==> config.mk <==
export PLATFORM = sky130hd
export DESIGN_NAME = query_patch_writer_flat
export DESIGN_NICKNAME = d
export VERILOG_FILES = /design/src/rtl/query_patch_writer_pkg.sv /design/src/rtl/query_patch_writer_if.sv /design/src/rtl/query_patch_writer_patch_packer.sv /design/src/rtl/query_patch_writer.sv /design/src/flat_wrapper.sv
export SDC_FILE = /design/constraint.sdc
export NUM_CORES = 1
export LEC_CHECK = 0
export ABC_AREA = 0
export CAP_MARGIN = 20
export CORE_AREA = 2 2 101 127
export CTS_BUF_LIST = sky130_fd_sc_hd__clkbuf_8
export DETAILED_ROUTE_END_ITERATION = 12
export DIE_AREA = 0 0 103 129
export PLACE_DENSITY = 0.7
export SLEW_MARGIN = 10
export SYNTH_ARGS = -nofsm -noshare
export SYNTH_HDL_FRONTEND = slang
export SYNTH_SLANG_ARGS = --single-unit
==> constraint.sdc <==
create_clock -name clk -period 2.4 [get_ports clk]
set_input_delay 0.24 -clock clk [delete_from_list [all_inputs] [get_ports clk]]
set_output_delay 0.24 -clock clk [all_outputs]
set_load 0.005 [all_outputs]
==> src/rtl/query_patch_writer_pkg.sv <==
// Shared types and default sizing for the query patch writer.
package qpw_pkg;

  localparam int DEF_DATA_WIDTH = 11;
  localparam int DEF_PATCH_SIZE = 5;
  localparam int DEF_ADDR_WIDTH = 9;
  localparam int DEF_DEPTH      = 512;
  localparam int PATCH_W        = DEF_DATA_WIDTH * DEF_PATCH_SIZE;

  typedef enum logic [1:0] {
    IDLE  = 2'd0,
    LOAD  = 2'd1,
    FLUSH = 2'd2
  } qpw_state_e;

  // Counter width that stays legal for a single-entry range.
  function automatic int cnt_w(input int n);
    return (n > 1) ? $clog2(n) : 1;
  endfunction

endpackage

==> src/rtl/query_patch_writer_if.sv <==
// Pixel stream and patch-memory write port bundles.
interface qpw_pix_if #(
  parameter int DATA_WIDTH = qpw_pkg::DEF_DATA_WIDTH
) ();
  logic                  in_valid;
  logic                  in_ready;
  logic [DATA_WIDTH-1:0] in_pixel;

  modport master (output in_valid, output in_pixel, input  in_ready);
  modport slave  (input  in_valid, input  in_pixel, output in_ready);
endinterface

interface qpw_mem_if #(
  parameter int DATA_WIDTH = qpw_pkg::DEF_DATA_WIDTH,
  parameter int PATCH_SIZE = qpw_pkg::DEF_PATCH_SIZE,
  parameter int ADDR_WIDTH = qpw_pkg::DEF_ADDR_WIDTH
) ();
  logic                             csb0;
  logic                             web0;
  logic [ADDR_WIDTH-1:0]            addr0;
  logic [DATA_WIDTH*PATCH_SIZE-1:0] wpatch0;

  modport master (output csb0, output web0, output addr0, output wpatch0);
  modport slave  (input  csb0, input  web0, input  addr0, input  wpatch0);
endinterface

==> src/rtl/query_patch_writer_patch_packer.sv <==
// Lane accumulator: packs PATCH_SIZE pixels into one patch word. The
// completed patch (including the pixel arriving this cycle) is presented
// combinationally with patch_valid so the caller can register it on the
// same edge that accepts the last pixel.
module patch_packer import qpw_pkg::*; #(
  parameter int DATA_WIDTH = DEF_DATA_WIDTH,
  parameter int PATCH_SIZE = DEF_PATCH_SIZE
) (
  input  logic                             clk,
  input  logic                             rst_n,
  input  logic                             clr,
  input  logic                             accept,
  input  logic [DATA_WIDTH-1:0]            in_pixel,
  output logic                             patch_valid,
  output logic [DATA_WIDTH*PATCH_SIZE-1:0] patch
);

  localparam int              CNT_W = cnt_w(PATCH_SIZE);
  localparam logic [CNT_W-1:0] LAST = CNT_W'(PATCH_SIZE - 1);
  localparam logic [CNT_W-1:0] ONE  = CNT_W'(1);

  logic [PATCH_SIZE-1:0][DATA_WIDTH-1:0] lane_q, lane_d, patch_lanes;
  logic [CNT_W-1:0]                      pix_cnt_q, pix_cnt_d;

  // Steer the accepted pixel into its lane and advance the lane counter.
  always_comb begin
    lane_d      = lane_q;
    patch_lanes = lane_q;
    pix_cnt_d   = pix_cnt_q;
    for (int l = 0; l < PATCH_SIZE; l++) begin
      if (accept && (pix_cnt_q == CNT_W'(l))) begin
        lane_d[l]      = in_pixel;
        patch_lanes[l] = in_pixel;
      end
    end
    if (clr)
      pix_cnt_d = '0;
    else if (accept)
      pix_cnt_d = (pix_cnt_q == LAST) ? '0 : pix_cnt_q + ONE;
  end

  assign patch_valid = accept && (pix_cnt_q == LAST);
  assign patch       = patch_lanes;

  // Lane storage and counter; reset drops any partial patch.
  always_ff @(posedge clk or negedge rst_n) begin
    if (!rst_n) begin
      lane_q    <= '0;
      pix_cnt_q <= '0;
    end else begin
      lane_q    <= lane_d;
      pix_cnt_q <= pix_cnt_d;
    end
  end

endmodule

==> src/rtl/query_patch_writer.sv <==
// Streams pixels into patches and writes each patch to the query patch
// memory at consecutive addresses from 0; pulses done after the last one.
module query_patch_writer import qpw_pkg::*; #(
  parameter int DATA_WIDTH = DEF_DATA_WIDTH,
  parameter int PATCH_SIZE = DEF_PATCH_SIZE,
  parameter int ADDR_WIDTH = DEF_ADDR_WIDTH,
  parameter int DEPTH      = DEF_DEPTH
) (
  input  logic              clk,
  input  logic              rst_n,
  input  logic              start,
  input  logic [ADDR_WIDTH:0] num_patches,
  output logic              busy,
  output logic              done,
  qpw_pix_if.slave          pix,
  qpw_mem_if.master         mem
);

  localparam int                  PW      = DATA_WIDTH * PATCH_SIZE;
  localparam logic [ADDR_WIDTH:0] DEPTH_C = DEPTH[ADDR_WIDTH:0];
  localparam logic [ADDR_WIDTH:0] IDX_ONE = {{ADDR_WIDTH{1'b0}}, 1'b1};

  qpw_state_e            state_q, state_d;
  logic [ADDR_WIDTH:0]   target_q, target_d;
  logic [ADDR_WIDTH:0]   patch_idx_q, patch_idx_d;
  logic                  busy_q, busy_d;
  logic                  done_q, done_d;
  logic                  csb_q, csb_d;
  logic                  web_q, web_d;
  logic [ADDR_WIDTH-1:0] addr_q, addr_d;
  logic [PW-1:0]         wpatch_q, wpatch_d;

  logic          in_ready;
  logic          accept;
  logic          clr;
  logic          patch_valid;
  logic [PW-1:0] patch;

  // in_ready is the only output decoded straight from the state register.
  assign in_ready     = (state_q == LOAD);
  assign pix.in_ready = in_ready;
  assign accept       = pix.in_valid && in_ready;
  assign clr          = (state_q == IDLE) && start && (num_patches != '0);

  patch_packer #(
    .DATA_WIDTH (DATA_WIDTH),
    .PATCH_SIZE (PATCH_SIZE)
  ) u_packer (
    .clk         (clk),
    .rst_n       (rst_n),
    .clr         (clr),
    .accept      (accept),
    .in_pixel    (pix.in_pixel),
    .patch_valid (patch_valid),
    .patch       (patch)
  );

  // Next-state, patch indexing and memory-side register updates.
  always_comb begin
    state_d     = state_q;
    target_d    = target_q;
    patch_idx_d = patch_idx_q;
    addr_d      = addr_q;
    wpatch_d    = wpatch_q;
    done_d      = 1'b0;
    csb_d       = 1'b1;
    web_d       = 1'b1;
    case (state_q)
      IDLE: begin
        if (start) begin
          if (num_patches == '0) begin
            done_d = 1'b1;
          end else begin
            target_d    = (num_patches > DEPTH_C) ? DEPTH_C : num_patches;
            patch_idx_d = '0;
            state_d     = LOAD;
          end
        end
      end
      LOAD: begin
        if (patch_valid) begin
          // Strobe is registered, so the write lands one edge after the
          // last pixel; the packer is already free for the next patch.
          wpatch_d    = patch;
          addr_d      = patch_idx_q[ADDR_WIDTH-1:0];
          csb_d       = 1'b0;
          web_d       = 1'b0;
          patch_idx_d = patch_idx_q + IDX_ONE;
          if (patch_idx_q == target_q - IDX_ONE)
            state_d = FLUSH;
        end
      end
      FLUSH: begin
        state_d = IDLE;
        done_d  = 1'b1;
      end
      default: state_d = IDLE;
    endcase
    busy_d = (state_d != IDLE);
  end

  // All FSM state and registered outputs.
  always_ff @(posedge clk or negedge rst_n) begin
    if (!rst_n) begin
      state_q     <= IDLE;
      target_q    <= '0;
      patch_idx_q <= '0;
      busy_q      <= 1'b0;
      done_q      <= 1'b0;
      csb_q       <= 1'b1;
      web_q       <= 1'b1;
      addr_q      <= '0;
      wpatch_q    <= '0;
    end else begin
      state_q     <= state_d;
      target_q    <= target_d;
      patch_idx_q <= patch_idx_d;
      busy_q      <= busy_d;
      done_q      <= done_d;
      csb_q       <= csb_d;
      web_q       <= web_d;
      addr_q      <= addr_d;
      wpatch_q    <= wpatch_d;
    end
  end

  assign busy        = busy_q;
  assign done        = done_q;
  assign mem.csb0    = csb_q;
  assign mem.web0    = web_q;
  assign mem.addr0   = addr_q;
  assign mem.wpatch0 = wpatch_q;

endmodule
==> src/flat_wrapper.sv <==
// flat-port wrapper written by rule: the top's interface ports become plain ports
module query_patch_writer_flat import qpw_pkg::*;
#(
  parameter int DATA_WIDTH = DEF_DATA_WIDTH,
  parameter int PATCH_SIZE = DEF_PATCH_SIZE,
  parameter int ADDR_WIDTH = DEF_ADDR_WIDTH,
  parameter int DEPTH      = DEF_DEPTH
)
  (clk, rst_n, start, num_patches, busy, done, pix_in_valid, pix_in_pixel, pix_in_ready, mem_csb0, mem_web0, mem_addr0, mem_wpatch0);
  qpw_pix_if #(.DATA_WIDTH(DATA_WIDTH)) pix_i ();
  qpw_mem_if #(.DATA_WIDTH(DATA_WIDTH), .PATCH_SIZE(PATCH_SIZE), .ADDR_WIDTH(ADDR_WIDTH)) mem_i ();
  input  logic clk;
  input  logic rst_n;
  input  logic start;
  input  logic [ADDR_WIDTH:0] num_patches;
  output logic busy;
  output logic done;
  input wire logic [$bits(pix_i.in_valid)-1:0] pix_in_valid;
  input wire logic [$bits(pix_i.in_pixel)-1:0] pix_in_pixel;
  output wire logic [$bits(pix_i.in_ready)-1:0] pix_in_ready;
  output wire logic [$bits(mem_i.csb0)-1:0] mem_csb0;
  output wire logic [$bits(mem_i.web0)-1:0] mem_web0;
  output wire logic [$bits(mem_i.addr0)-1:0] mem_addr0;
  output wire logic [$bits(mem_i.wpatch0)-1:0] mem_wpatch0;
  assign pix_i.in_valid = pix_in_valid;
  assign pix_i.in_pixel = pix_in_pixel;
  assign pix_in_ready = pix_i.in_ready;
  assign mem_csb0 = mem_i.csb0;
  assign mem_web0 = mem_i.web0;
  assign mem_addr0 = mem_i.addr0;
  assign mem_wpatch0 = mem_i.wpatch0;
  query_patch_writer #(.DATA_WIDTH(DATA_WIDTH), .PATCH_SIZE(PATCH_SIZE), .ADDR_WIDTH(ADDR_WIDTH), .DEPTH(DEPTH)) u_core (.clk(clk), .rst_n(rst_n), .start(start), .num_patches(num_patches), .busy(busy), .done(done), .pix(pix_i), .mem(mem_i));
endmodule
# == After elaboration in Yosys (flattened, before gate mapping) ==
# Index checks and enable logic that the tools add are counted.
# word_totals
in_bits,25
reg_bits,136
word_cells,68
# op_classes
n_reduce_logical,18
addsub,3
eq_ne,10
bitwise,1
mux,22
magnitude_cmp,1
# ops
op,n
$mux W11,4
$mux W10,4
$pmux W10 S2,1
$add A10 B1 Y10 const B,1
$eq A10 B10 Y1,1
$gt A10 B10 Y1 const B,1
$logic_not A10 Y1,1
$reduce_bool A10 Y1,1
$sub A10 B1 Y10 const B,1
$mux W3,3
$logic_and A1 B1 Y1,8
$mux W2,4
$eq A3 B2 Y1 const B,2
$ne A2 B2 Y1 const B,3
$reduce_bool A2 Y1,3
$mux W1,4
$pmux W2 S2,1
$reduce_and A4 Y1,1
$add A3 B1 Y3 const B,1
$eq A3 B1 Y1 const B,1
$eq A3 B3 Y1 const B,1
$logic_not A3 Y1,1
$reduce_and A3 Y1,1
$eq A2 B1 Y1 const B,1
other kinds (5),5

# == Longest topological paths before layout ==
# Gate-level depths: netlist of run 1.
# depth
word_depth,6
ltp_mapped,9

# == Modules after synthesis ==
# From an unflattened synthesis of run 1, not the netlist that was laid out.
# unflattened
cells_unflattened,550
hier_area_um2,6241.0
# modules_own_cells
module,instances,area_per_inst_um2,seq_area_each_um2,cells_per_inst
query_patch_writer,1,3823.7,2228.4,407
patch_packer,1,2417.3,1451.4,143

# == Least setup slack after synthesis of run 1 ==
# OpenSTA, ideal clock, no wires.
# synth_path
kind,reg-to-reg
from,reg u_core.target_q[2]
to,reg u_core.state_q[0]
t_arrival_ps,1712
period_less_slack_ps,1837
stages_incl_launch_ff,7
slack_ps,563
path_buffers,0
cell_sequence,dfrtp_1 > or4_1 > nor2_1 > xnor2_1 > nand4_1 > a2111oi_4 > o21ai_2
# synth_via
elab_chain_cells,5
# synth_lines
element,line_no,text
from (decl),query_patch_writer.sv:24,"logic [ADDR_WIDTH:0] target_q, target_d;"
from (signal assigned),query_patch_writer.sv:116,target_q <= target_d;
$sub A10 B1 Y10,query_patch_writer.sv:89,if (patch_idx_q == target_q - IDX_ONE)
$eq A10 B10 Y1,query_patch_writer.sv:89,
$mux W2,query_patch_writer.sv:89,
$mux W2,query_patch_writer.sv:81,if (patch_valid) begin
$pmux W2 S2,query_patch_writer.sv:68,case (state_q)
via u_core.state_d[0],query_patch_writer.sv:23,"qpw_state_e state_q, state_d;"
to (signal assigned),query_patch_writer.sv:115,state_q <= state_d;
to (decl),query_patch_writer.sv:23,
# The timed path passes the listed nets, and every way through them passes these cells.
# A chain may end at the register's enable or synchronous reset.

# == Worst setup path after layout of run 1 ==
# layout_path
from,reg u_core.u_packer.pix_cnt_q[0]
to,reg u_core.patch_idx_q[6]
# layout_via
elab_chain_cells,4
# layout_lines
element,line_no,text
from (decl),query_patch_writer_patch_packer.sv:23,"logic [CNT_W-1:0] pix_cnt_q, pix_cnt_d;"
from (signal assigned),query_patch_writer_patch_packer.sv:52,pix_cnt_q <= pix_cnt_d;
$eq A3 B3 Y1,query_patch_writer_patch_packer.sv:42,assign patch_valid = accept && (pix_cnt_q == LAST);
$logic_and A1 B1 Y1,query_patch_writer_patch_packer.sv:42,
$ne A2 B2 Y1 (no source line),--,
$reduce_and A4 Y1 (no source line),--,
to (signal assigned),query_patch_writer.sv:117,patch_idx_q <= patch_idx_d;
to (decl),query_patch_writer.sv:25,"logic [ADDR_WIDTH:0] patch_idx_q, patch_idx_d;"
# No other way between the ends.

==> metrics.txt, run 1 <==
met2 Resource Use GR=31.9%; Startpoint Class=register; CTS root buffer=clkbuf_8; clk_skew=~0.014 ns; Final Hold Viols=0; WL final=~12000 um; aggregate global-route resource usage=just under 20%; simple-gate share of the synthesized area=approximately 16%; die height=129 um; sequential element share of the synthesized area=60.2%; CTS Buffer Depth=2; fraction of registers with async set/reset=100%; HP Class=input pin to asynchronous set/reset pin; initial DRC count=166; gr busiest metal=met2; DRT antenna net count=0; Worst Max-Slew Pin Slew=0.679 ns; core outline area=approximately 0.012 mm^2; CP endpoint kind=register; PD cells=between 1000 and 1500 mW/mm^2; Synth cell types=45; ys flop type=dfrtp_1; row count=45; Max-Cap Viols=0; antenna diode count=0; area share of the largest cell type after synthesis=between 50 and 60%; Vias/cell=a little over 5; VDD IR max=roughly 0.68 mV; EDFF count, synth=0; Synth Area in Compound Gates=2.94%; Mapped Nets=523; number of clock sinks=136; critical path type=register to register; main combinational cell family by area after synthesis=simple AND/OR/NAND/NOR gates; Yosys warning count=0; post-detail-place hpwl=~8200 um; Util after Layout=about three fifths; Final Max Slew Viols=0; mux cell area share after synthesis=a little over an eighth; antenna violations before repair=0; top cells by area, synth=dfrtp_1, mux2_2, nand2_1, xnor2_1, xor2_1; Max Clock Freq=488 MHz; RSZ-0062 raised after global routing=no; syn avg cell area=between 10 and 15 um^2; final total power=8.57 mW; M3 GR Usage=7.17%; setup TNS=0 ns; GP Congestion=around 0.8; Synth Area in Adders=roughly 1.5%; gr ovfl total=0; Detailed Routing Iterations Pass 1=4; Worst slew margin=54.7%; # nets final=between 600 and 700; top cell type by total area after synthesis=dfrtp_1; WP data required=roughly 2.8 ns; Via Count=around 3900; status=completed; Seq cells post-synth=approximately 140; static leakage=approximately 3.3 nW; Post-Syn Instances=between 400 and 500; worst reg2reg path depth=8; Final min period=slightly above 2 ns; XOR/XNOR Fraction of Synth Area=under 10%; area grow syn2layout=27.3%; Die ar.=0.0133 mm^2; Worst-Skew Late Latency=0.44 ns; CTS tree=done; layout cell share with drive strength beyond 1=between 15 and 20%; Cell Area, Synth=approximately 0.0057 mm^2; H-tree depth=4; via count of the first global-routing pass=around 4000; global-route wire length before repair=a little under 20000 um; M1 GR Usage=between 20 and 25%; num ports=94; largest net degree at the start of global routing=between 70 and 80; Port Buffers=93; CP Max Fanout=52; Initial Utilization=approximately 47%; drt wl/cell=15.9 um; Die X=roughly 100 um; Final Cycle Share=between 80% and 90%; Reg clk slew, reported paths=roughly 0.08 ns; arrival time at the worst endpoint=~2.4 ns; Num CTS Buffers=17; DRC Markers=0; Final setup viols=0
## synthesized netlist by cell type (all sizes together), types with 2 or more instances
cell type,n
dfrtp,135
nand2,153
mux2,66
nor4,3
nand2b,3
or3,2
nor3,4
xor2,11
o21ai,9
nand3b,2
nor2,16
inv,7
nor2b,2
nor3b,2
a21oi,9
and3,3
xnor2,11
nand4,4
clkbuf,8
a32o,2
nand3,7
ha,7
buf,14
## state kept, by name, summed over array words and instances, names as in the netlist
name / count
u_core.state_q: 2
u_core.target_q: 10
u_core.u_packer.pix_cnt_q: 3
u_core.u_packer.lane_q: 44
u_core.busy: 1
u_core.mem.wpatch0: 55
u_core.mem.csb0: 1
u_core.done: 1
u_core.patch_idx_q: 10
u_core.mem.addr0: 9
## critical path, cell delays in order, from the launching register on
cell,delay (ns)
dfrtp_1,0.42
inv_1,0.11
ha_1,0.17
nand2_1,0.17
nor2_8,0.15
buf_12,0.26
nand4_1,0.19
or3_1,0.35
a21oi_1,0.14
## cell type report
class | instances | area, um^2
inverter | 8 | 30.0
timing repair buffer | 104 | 1040
sequential | 136 | 3400
multi-input combinational | 325 | 2120
tap | 164 | 205
fill | 1042 | 4850
clock buffer | 17 | 234
clock inverter | 14 | 166
## cell usage in the layout, fill, tap and decap left out, types with 2 or more instances in the layout
master and n:
nand4_1 4, ha_1 7, inv_6 3, o21ai_0 8, a32o_1 2, xor2_1 11
clkinv_4 7, nor2b_1 2, inv_1 6, nand3_1 7, buf_12 2, bufinv_16 2
nand2b_1 3, nor3_1 3, clkdlybuf4s50_1 92, or3_1 2, mux2_2 66, a21oi_1 9
and3_1 3, nor4_1 2, clkbuf_8 17, nor2_1 14, dfrtp_1 135, buf_4 8
nand2_1 153, xnor2_1 11
## per-stage QoR
| stage | setup slack [ns] | cells | hold slack [ns] | instance area (um^2) |
|---|---|---|---|---|
| finish | 0.350 | 768 | 0.381 | 7200 |
| global route | 0.244 | 768 | 0.392 | 7200 |
| CTS | 0.335 | 767 | 0.373 | 7190 |
| detailed placement | 0.0644 | 735 | 0.302 | 6780 |
| global placement | 0.150 | 735 | 0.294 | 6780 |
| floorplan | 0.563 | 491 | -0.0556 | 5660 |
## final timing paths
kind / start / end / slack (ns)
max in group asynchronous: rst_n / u_core.u_packer.lane_q[35] / 1.23
min in group clk: num_patches[6] / u_core.target_q[6] / 0.41
setup / recovery: u_core.u_packer.pix_cnt_q[0] / u_core.patch_idx_q[6] / 0.35
setup reg to reg: u_core.u_packer.pix_cnt_q[0] / u_core.patch_idx_q[6] / 0.35
hold / removal: rst_n / u_core.patch_idx_q[7] / 0.38
hold reg to reg: u_core.mem.addr0[4] / u_core.mem.addr0[4] / 0.47
## kinds of logic after synthesis
family                     Yosys count
AOI/OAI and AO/OA                   24
xor gates and xnor gates            22
adders and majority gates            7
buffers and inverters               30
DFF                                136
muxes                               67
and+or+nand+nor                    205
## power breakdown
part | internal, mW | switching [mW] | leakage (nW)
sequential | 3.22 | 0.545 | 1.70
combinational | 1.74 | 1.19 | 1.41
clock | 0.943 | 0.932 | 0.199
## per-layer routing
layer	vias to the layer above	share of wire, %
met4	0	1.7
met1	1942	43
li1	1825	-
met5	-	0
met2	92	50
met3	16	5.6
## timing repair
action	in CTS	in global routing
hold buffers	1	0
buffers inserted	0	0
gates resized for setup	0	0
hold endpoints to repair	69	0
(Power assumes the default switching activity.)
==> run 2: changes to the inputs <==
- PLACE_DENSITY: 0.7 -> 0.78
==> run 2 against run 1 <==
  * Non-clock buffer count is the same
  * Setup slack worse by 0.014 ns
  * Highest routed layer unchanged
  * Critical endpoint is now u_core.state_q[0]
  * Sequential share of layout area rose by 0.12 points
  * Largest power group unchanged
  * Hold slack got worse by 0.13 ns
  * Final area decreased by 0.24%
  * Sequential power is essentially flat
  * Largest cell class unchanged
  * Final cell count unchanged
  * Fmax shrank 0.66%
==> metrics.txt, run 2 (synthesis gave the netlist of run 1 again) <==
WP data required=2.72 ns (was 2.76 ns); status=completed (unchanged); Die ar.=0.0133 mm^2 (unchanged); antenna diode count=0 (unchanged); clock network power share=22.1% (was 21.9%); Worst Max-Slew Pin Slew=0.669 ns (was 0.679 ns); largest net degree at the start of global routing=56 (was 72); Levels on crit path=6 (was 8); HP Class=input pin to asynchronous set/reset pin (unchanged); H-tree depth=4 (unchanged); arrival time at the worst endpoint=2.38 ns (was 2.41 ns); Worst-Skew Late Latency=0.44 ns (about the same); Worst slew margin=55.2% (was 54.7%); Post-CTS Resized=0 (unchanged); Switching Share=31.6% (was 31.1%); Final Max Slew Viols=0 (unchanged); CP Max Fanout=8 (was 52); Detailed Routing Iterations Pass 1=4 (unchanged); aggregate global-route resource usage=20.5% (was 19.7%); max FFs per register=55 (unchanged); fillers=996 (was 1042); hold buffers post-CTS=1 (unchanged); Num CTS Buffers=17 (unchanged); area grow syn2layout=27.0% (was 27.3%); internal power=5.90 mW (about the same); worst-path cell chain=or4_1 > nor2_1 > xnor2_1 > nand4_1 > a2111oi_4 > o21ai_2 (was inv_1 > ha_1 > nand2_1 > nor2_8 > buf_12 > nand4_1 > or3_1 > a21oi_1); Final min period=2.06 ns (was 2.05 ns); Final Hold Viols=0 (unchanged); Max-Cap Viols=0 (unchanged); Via Count=3919 (was 3875); via count of the first global-routing pass=4159 (was 4025); RSZ-0062 raised after global routing=no (unchanged); Final Cycle Share=86.0% (was 85.4%); clk_skew=0.00792 ns (was 0.0142 ns); Buf+Inv Stages, Crit Path=0 (was 2); CTS tree=done (unchanged); CP endpoint kind=register (unchanged); Final setup viols=0 (unchanged); switching power total=2.73 mW (was 2.67 mW); number of setup buffers added after CTS=0 (unchanged); slowest stage delay, CP=0.57 ns (was 0.42 ns); core outline area=0.0120 mm^2 (unchanged); Comb power frac=34.5% (was 34.2%); Max Clock Freq=485 MHz (was 488 MHz); num ports=94 (unchanged); critical path type=register to register (unchanged); PD cells=1200 mW/mm^2 (was 1190 mW/mm^2); delay-heaviest family, CP=simple AND/OR/NAND/NOR gates (unchanged); GP Congestion=0.772 (was 0.802); CTS root buffer=clkbuf_8 (unchanged); post-detail-place hpwl=8780 um (was 8190 um); WL final=12600 um (was 12200 um); die height=129 um (unchanged); VDD IR max=0.737 mV (was 0.676 mV); Startpoint Class=register (unchanged); drt wl/cell=16.4 um (was 15.9 um); CTS Buffer Depth=2 (unchanged); # nets final=624 (unchanged); row count=45 (unchanged); global-route wire length before repair=20700 um (was 19900 um); initial DRC count=182 (was 166); number of clock sinks=136 (unchanged); static leakage=3.29 nW (was 3.31 nW); DRC Markers=0 (unchanged); Reg clk slew, reported paths=0.08 ns (about the same); antenna violations before repair=0 (unchanged); Port Buffers=93 (unchanged); most frequent cells in the layout=nand2_1, dfrtp_1, clkdlybuf4s50_1 (unchanged); most common library cell in the layout ignoring fill and taps=nand2_1 (unchanged); r2r setup slk=0.34 ns (was 0.35 ns); worst reg2reg path depth=6 (was 8); Vias/cell=5.10 (was 5.05); gr ovfl total=0 (unchanged); layout cell share with drive strength beyond 1=19.7% (was 19.5%); slowest CP cell=or4_1 (was dfrtp_1); setup TNS=0 ns (unchanged); final total power=8.62 mW (was 8.57 mW); DRT antenna net count=0 (unchanged); Initial Utilization=46.9% (unchanged); Die X=103 um (unchanged); Reg power frac=43.4% (was 43.9%)
==> run 2: final timing paths <==
| check | start | endpoint |
|---|---|---|
| max in group asynchronous | rst_n | u_core.target_q[0] |
| worst min register to register | u_core.u_packer.lane_q[5] | u_core.mem.wpatch0[5] |
| min in group clk | num_patches[6] | u_core.target_q[6] |
| worst min-delay path | rst_n | u_core.mem.wpatch0[40] |
| worst max-delay path | u_core.target_q[2] | u_core.state_q[0] |
| worst max register to register | u_core.target_q[2] | u_core.state_q[0] |
==> run 2: per-layer routing <==
| metal | routed length [um] | GRT usage [%] | vias up |
|---|---|---|---|
| met2 | 6490 | 34.8 | 97 |
| met3 | 788 | 7.44 | 16 |
| li1 | - | - | 1827 |
| met1 | 5160 | 24.6 | 1979 |
| met4 | 165 | 5.26 | 0 |
| met5 | 0 | 0 | - |
==> run 2: power groups by stage <==
stage          combinational, mW  clock, mW  sequential [mW]
4_1_cts                     3.01       1.94             3.74
2_1_floorplan               1.58          0             3.70
3_3_place_gp                2.86          0             3.73
6_report                    2.98       1.90             3.74
3_5_place_dp                2.99          0             3.77
5_1_grt                     3.27       2.04             3.84
==> run 2: cell type report <==
type                    instances  area (um^2)  share of cell area (%)
repair buffers                104         1030                    14.3
clock inverters                14          163                    2.27
multi-input cells             325         2120                    29.5
flip-flops and latches        136         3400                    47.4
well taps                     164          205                    2.86
clock buffers                  17          234                    3.26
inverters                       8         30.0                   0.418
==> run 2: metrics by stage <==
step	instance area (um^2)	worst slack (ns)	cells	hold slack, ns	util, %
5_1_grt	7180	0.199	768	0.289	59.6
4_1_cts	7180	0.337	768	0.253	59.6
6_report	7180	0.336	768	0.255	59.6
3_3_place_gp	6770	0.211	736	0.195	56.2
2_1_floorplan	5660	0.563	491	-0.0556	-
3_5_place_dp	6770	0.0854	736	0.194	56.2
==> run 3: changes to the inputs <==
- RECOVER_POWER: unset -> 100
==> run 3 against run 2 <==
  * Via count is 0.41% lower
  * Fmax shrank 4.3%
  * Global-route usage unchanged
  * Setup slack worse by 0.093 ns
  * Flip-flop and latch count unchanged
  * Hold slack got worse by 0.0044 ns
  * Wire length fell by 0.82%
  * Highest routed layer unchanged
  * Critical endpoint is now u_core.patch_idx_q[1]
  * Sequential power hardly changed
  * Non-clock buffer count did not move
  * Final area fell by 0.80%
  * Clock power barely moved
==> metrics.txt, run 3 (synthesis gave the netlist of run 1 again) <==
antenna diode count=0 (unchanged); Final Hold Viols=0 (unchanged); WL final=12500 um (was 12600 um); DRC Markers=0 (unchanged); via count of the first global-routing pass=4159 (unchanged); HP Class=input pin to asynchronous set/reset pin (unchanged); FF+latch area=0.00340 mm^2 (unchanged); Final Cycle Share=89.8% (was 86.0%); Final Non-Filler Cells=768 (unchanged); RSZ-0062 raised after global routing=no (unchanged); static leakage=3.37 nW (was 3.29 nW); Die X=103 um (unchanged); Worst Max-Slew Pin Slew=1.30 ns (was 0.669 ns); CP Max Fanout=44 (was 8); number of setup buffers added after CTS=0 (unchanged); VDD IR max=0.715 mV (was 0.737 mV); most frequent cells in the layout=nand2_1, dfrtp_1, dlygate4sd3_1 (was nand2_1, dfrtp_1, clkdlybuf4s50_1); aggregate global-route resource usage=20.5% (unchanged); Final min period=2.16 ns (was 2.06 ns); H-tree depth=4 (unchanged); critical path type=register to register (unchanged); num ports=94 (unchanged); number of clock sinks=136 (unchanged); WHS=0.251 ns (was 0.255 ns); final total power=8.34 mW (was 8.62 mW); Num CTS Buffers=17 (unchanged); Max Clock Freq=464 MHz (was 485 MHz); row count=45 (unchanged); layout cell share with drive strength beyond 1=15.9% (was 19.7%); WP data required=2.77 ns (was 2.72 ns); Post-CTS Resized=0 (unchanged); post-detail-place hpwl=8780 um (unchanged); CTS tree=done (unchanged); antenna violations before repair=0 (unchanged); Startpoint Class=register (unchanged); area grow syn2layout=26.0% (was 27.0%); status=completed (unchanged); Final setup viols=0 (unchanged); arrival time at the worst endpoint=2.52 ns (was 2.38 ns); cell count after placement=736 (unchanged); Util after Layout=59.1% (was 59.6%); Worst slew margin=13.0% (was 55.2%); PD cells=1170 mW/mm^2 (was 1200 mW/mm^2); Multi-input gate area=0.00210 mm^2 (was 0.00212 mm^2); die height=129 um (unchanged); Final Max Slew Viols=0 (unchanged); Port Buffers=93 (unchanged); Initial Utilization=46.9% (unchanged); Vias/cell=5.08 (was 5.10); Worst-Skew Late Latency=0.44 ns (about the same); # nets final=624 (unchanged); Die ar.=0.0133 mm^2 (unchanged); Reg clk slew, reported paths=0.08 ns (about the same); worst reg2reg path depth=8 (was 6); largest net degree at the start of global routing=56 (unchanged); DRT antenna net count=0 (unchanged); CP endpoint kind=register (unchanged); max FFs per register=55 (unchanged); GP Congestion=0.772 (unchanged); setup TNS=0 ns (unchanged); most common library cell in the layout ignoring fill and taps=nand2_1 (unchanged); CTS root buffer=clkbuf_8 (unchanged); core outline area=0.0120 mm^2 (unchanged); Detailed Routing Iterations Pass 1=5 (was 4); CTS Buffer Depth=2 (unchanged); global-route wire length before repair=20700 um (unchanged); initial DRC count=195 (was 182); Max-Cap Viols=0 (unchanged); fillers=1009 (was 996); gr ovfl total=0 (unchanged); drt wl/cell=16.3 um (was 16.4 um); Via Count=3903 (was 3919); clk_skew=0.00866 ns (was 0.00792 ns)
## run 3: layout make-up
class,count,share of cell area [%]
inverters,8,0.422
clock inverters,14,2.28
clock buffers,17,3.28
well taps,164,2.88
repair buffers,104,13.9
flip-flops and latches,136,47.8
multi-input cells,325,29.5
## run 3: final timing paths
| kind | from | end | slack [ns] |
|---|---|---|---|
| hold reg to reg | u_core.u_packer.lane_q[5] | u_core.mem.wpatch0[5] | 0.47 |
| setup reg to reg | u_core.u_packer.pix_cnt_q[0] | u_core.patch_idx_q[1] | 0.24 |
| min in group clk | num_patches[6] | u_core.target_q[6] | 0.41 |
| max in group asynchronous | rst_n | u_core.mem.addr0[7] | 0.55 |
| hold / removal | rst_n | u_core.mem.wpatch0[40] | 0.25 |
| setup / recovery | u_core.u_packer.pix_cnt_q[0] | u_core.patch_idx_q[1] | 0.24 |
## run 3: timing repair
item	CTS	global route
endpoints found under the hold margin	27	0
endpoints found under the setup margin	0	0
hold buffers	1	0
## run 3: per-stage QoR
step	setup WS, ns	instance area (um^2)
final	0.244	7120
after global routing	0.106	7120
after CTS	0.337	7180
after detailed placement	0.0854	6770
after global placement	0.211	6770
after floorplan	0.563	5660
## run 3: metal layers
metal | wire length (um) | global-route usage (%) | share of wire (%)
met4 | 158 | 5.26 | 1.3
met5 | 0 | 0 | 0
met1 | 5060 | 24.6 | 40
met3 | 809 | 7.44 | 6.5
met2 | 6480 | 34.8 | 52
## run 3: worst max-delay path, cell delays in order (launching register included)
cell	delay (ns)
dfrtp_1	0.41
inv_1	0.09
ha_1	0.23
nand2_1	0.22
nor2_8	0.07
inv_2	0.06
clkbuf_2	0.73
nand2_1	0.11
a21oi_1	0.16
## run 3: report_power, final
group          switching, mW  internal, mW
logic                   1.22          1.50
registers              0.497          3.22
clock network          0.958         0.946
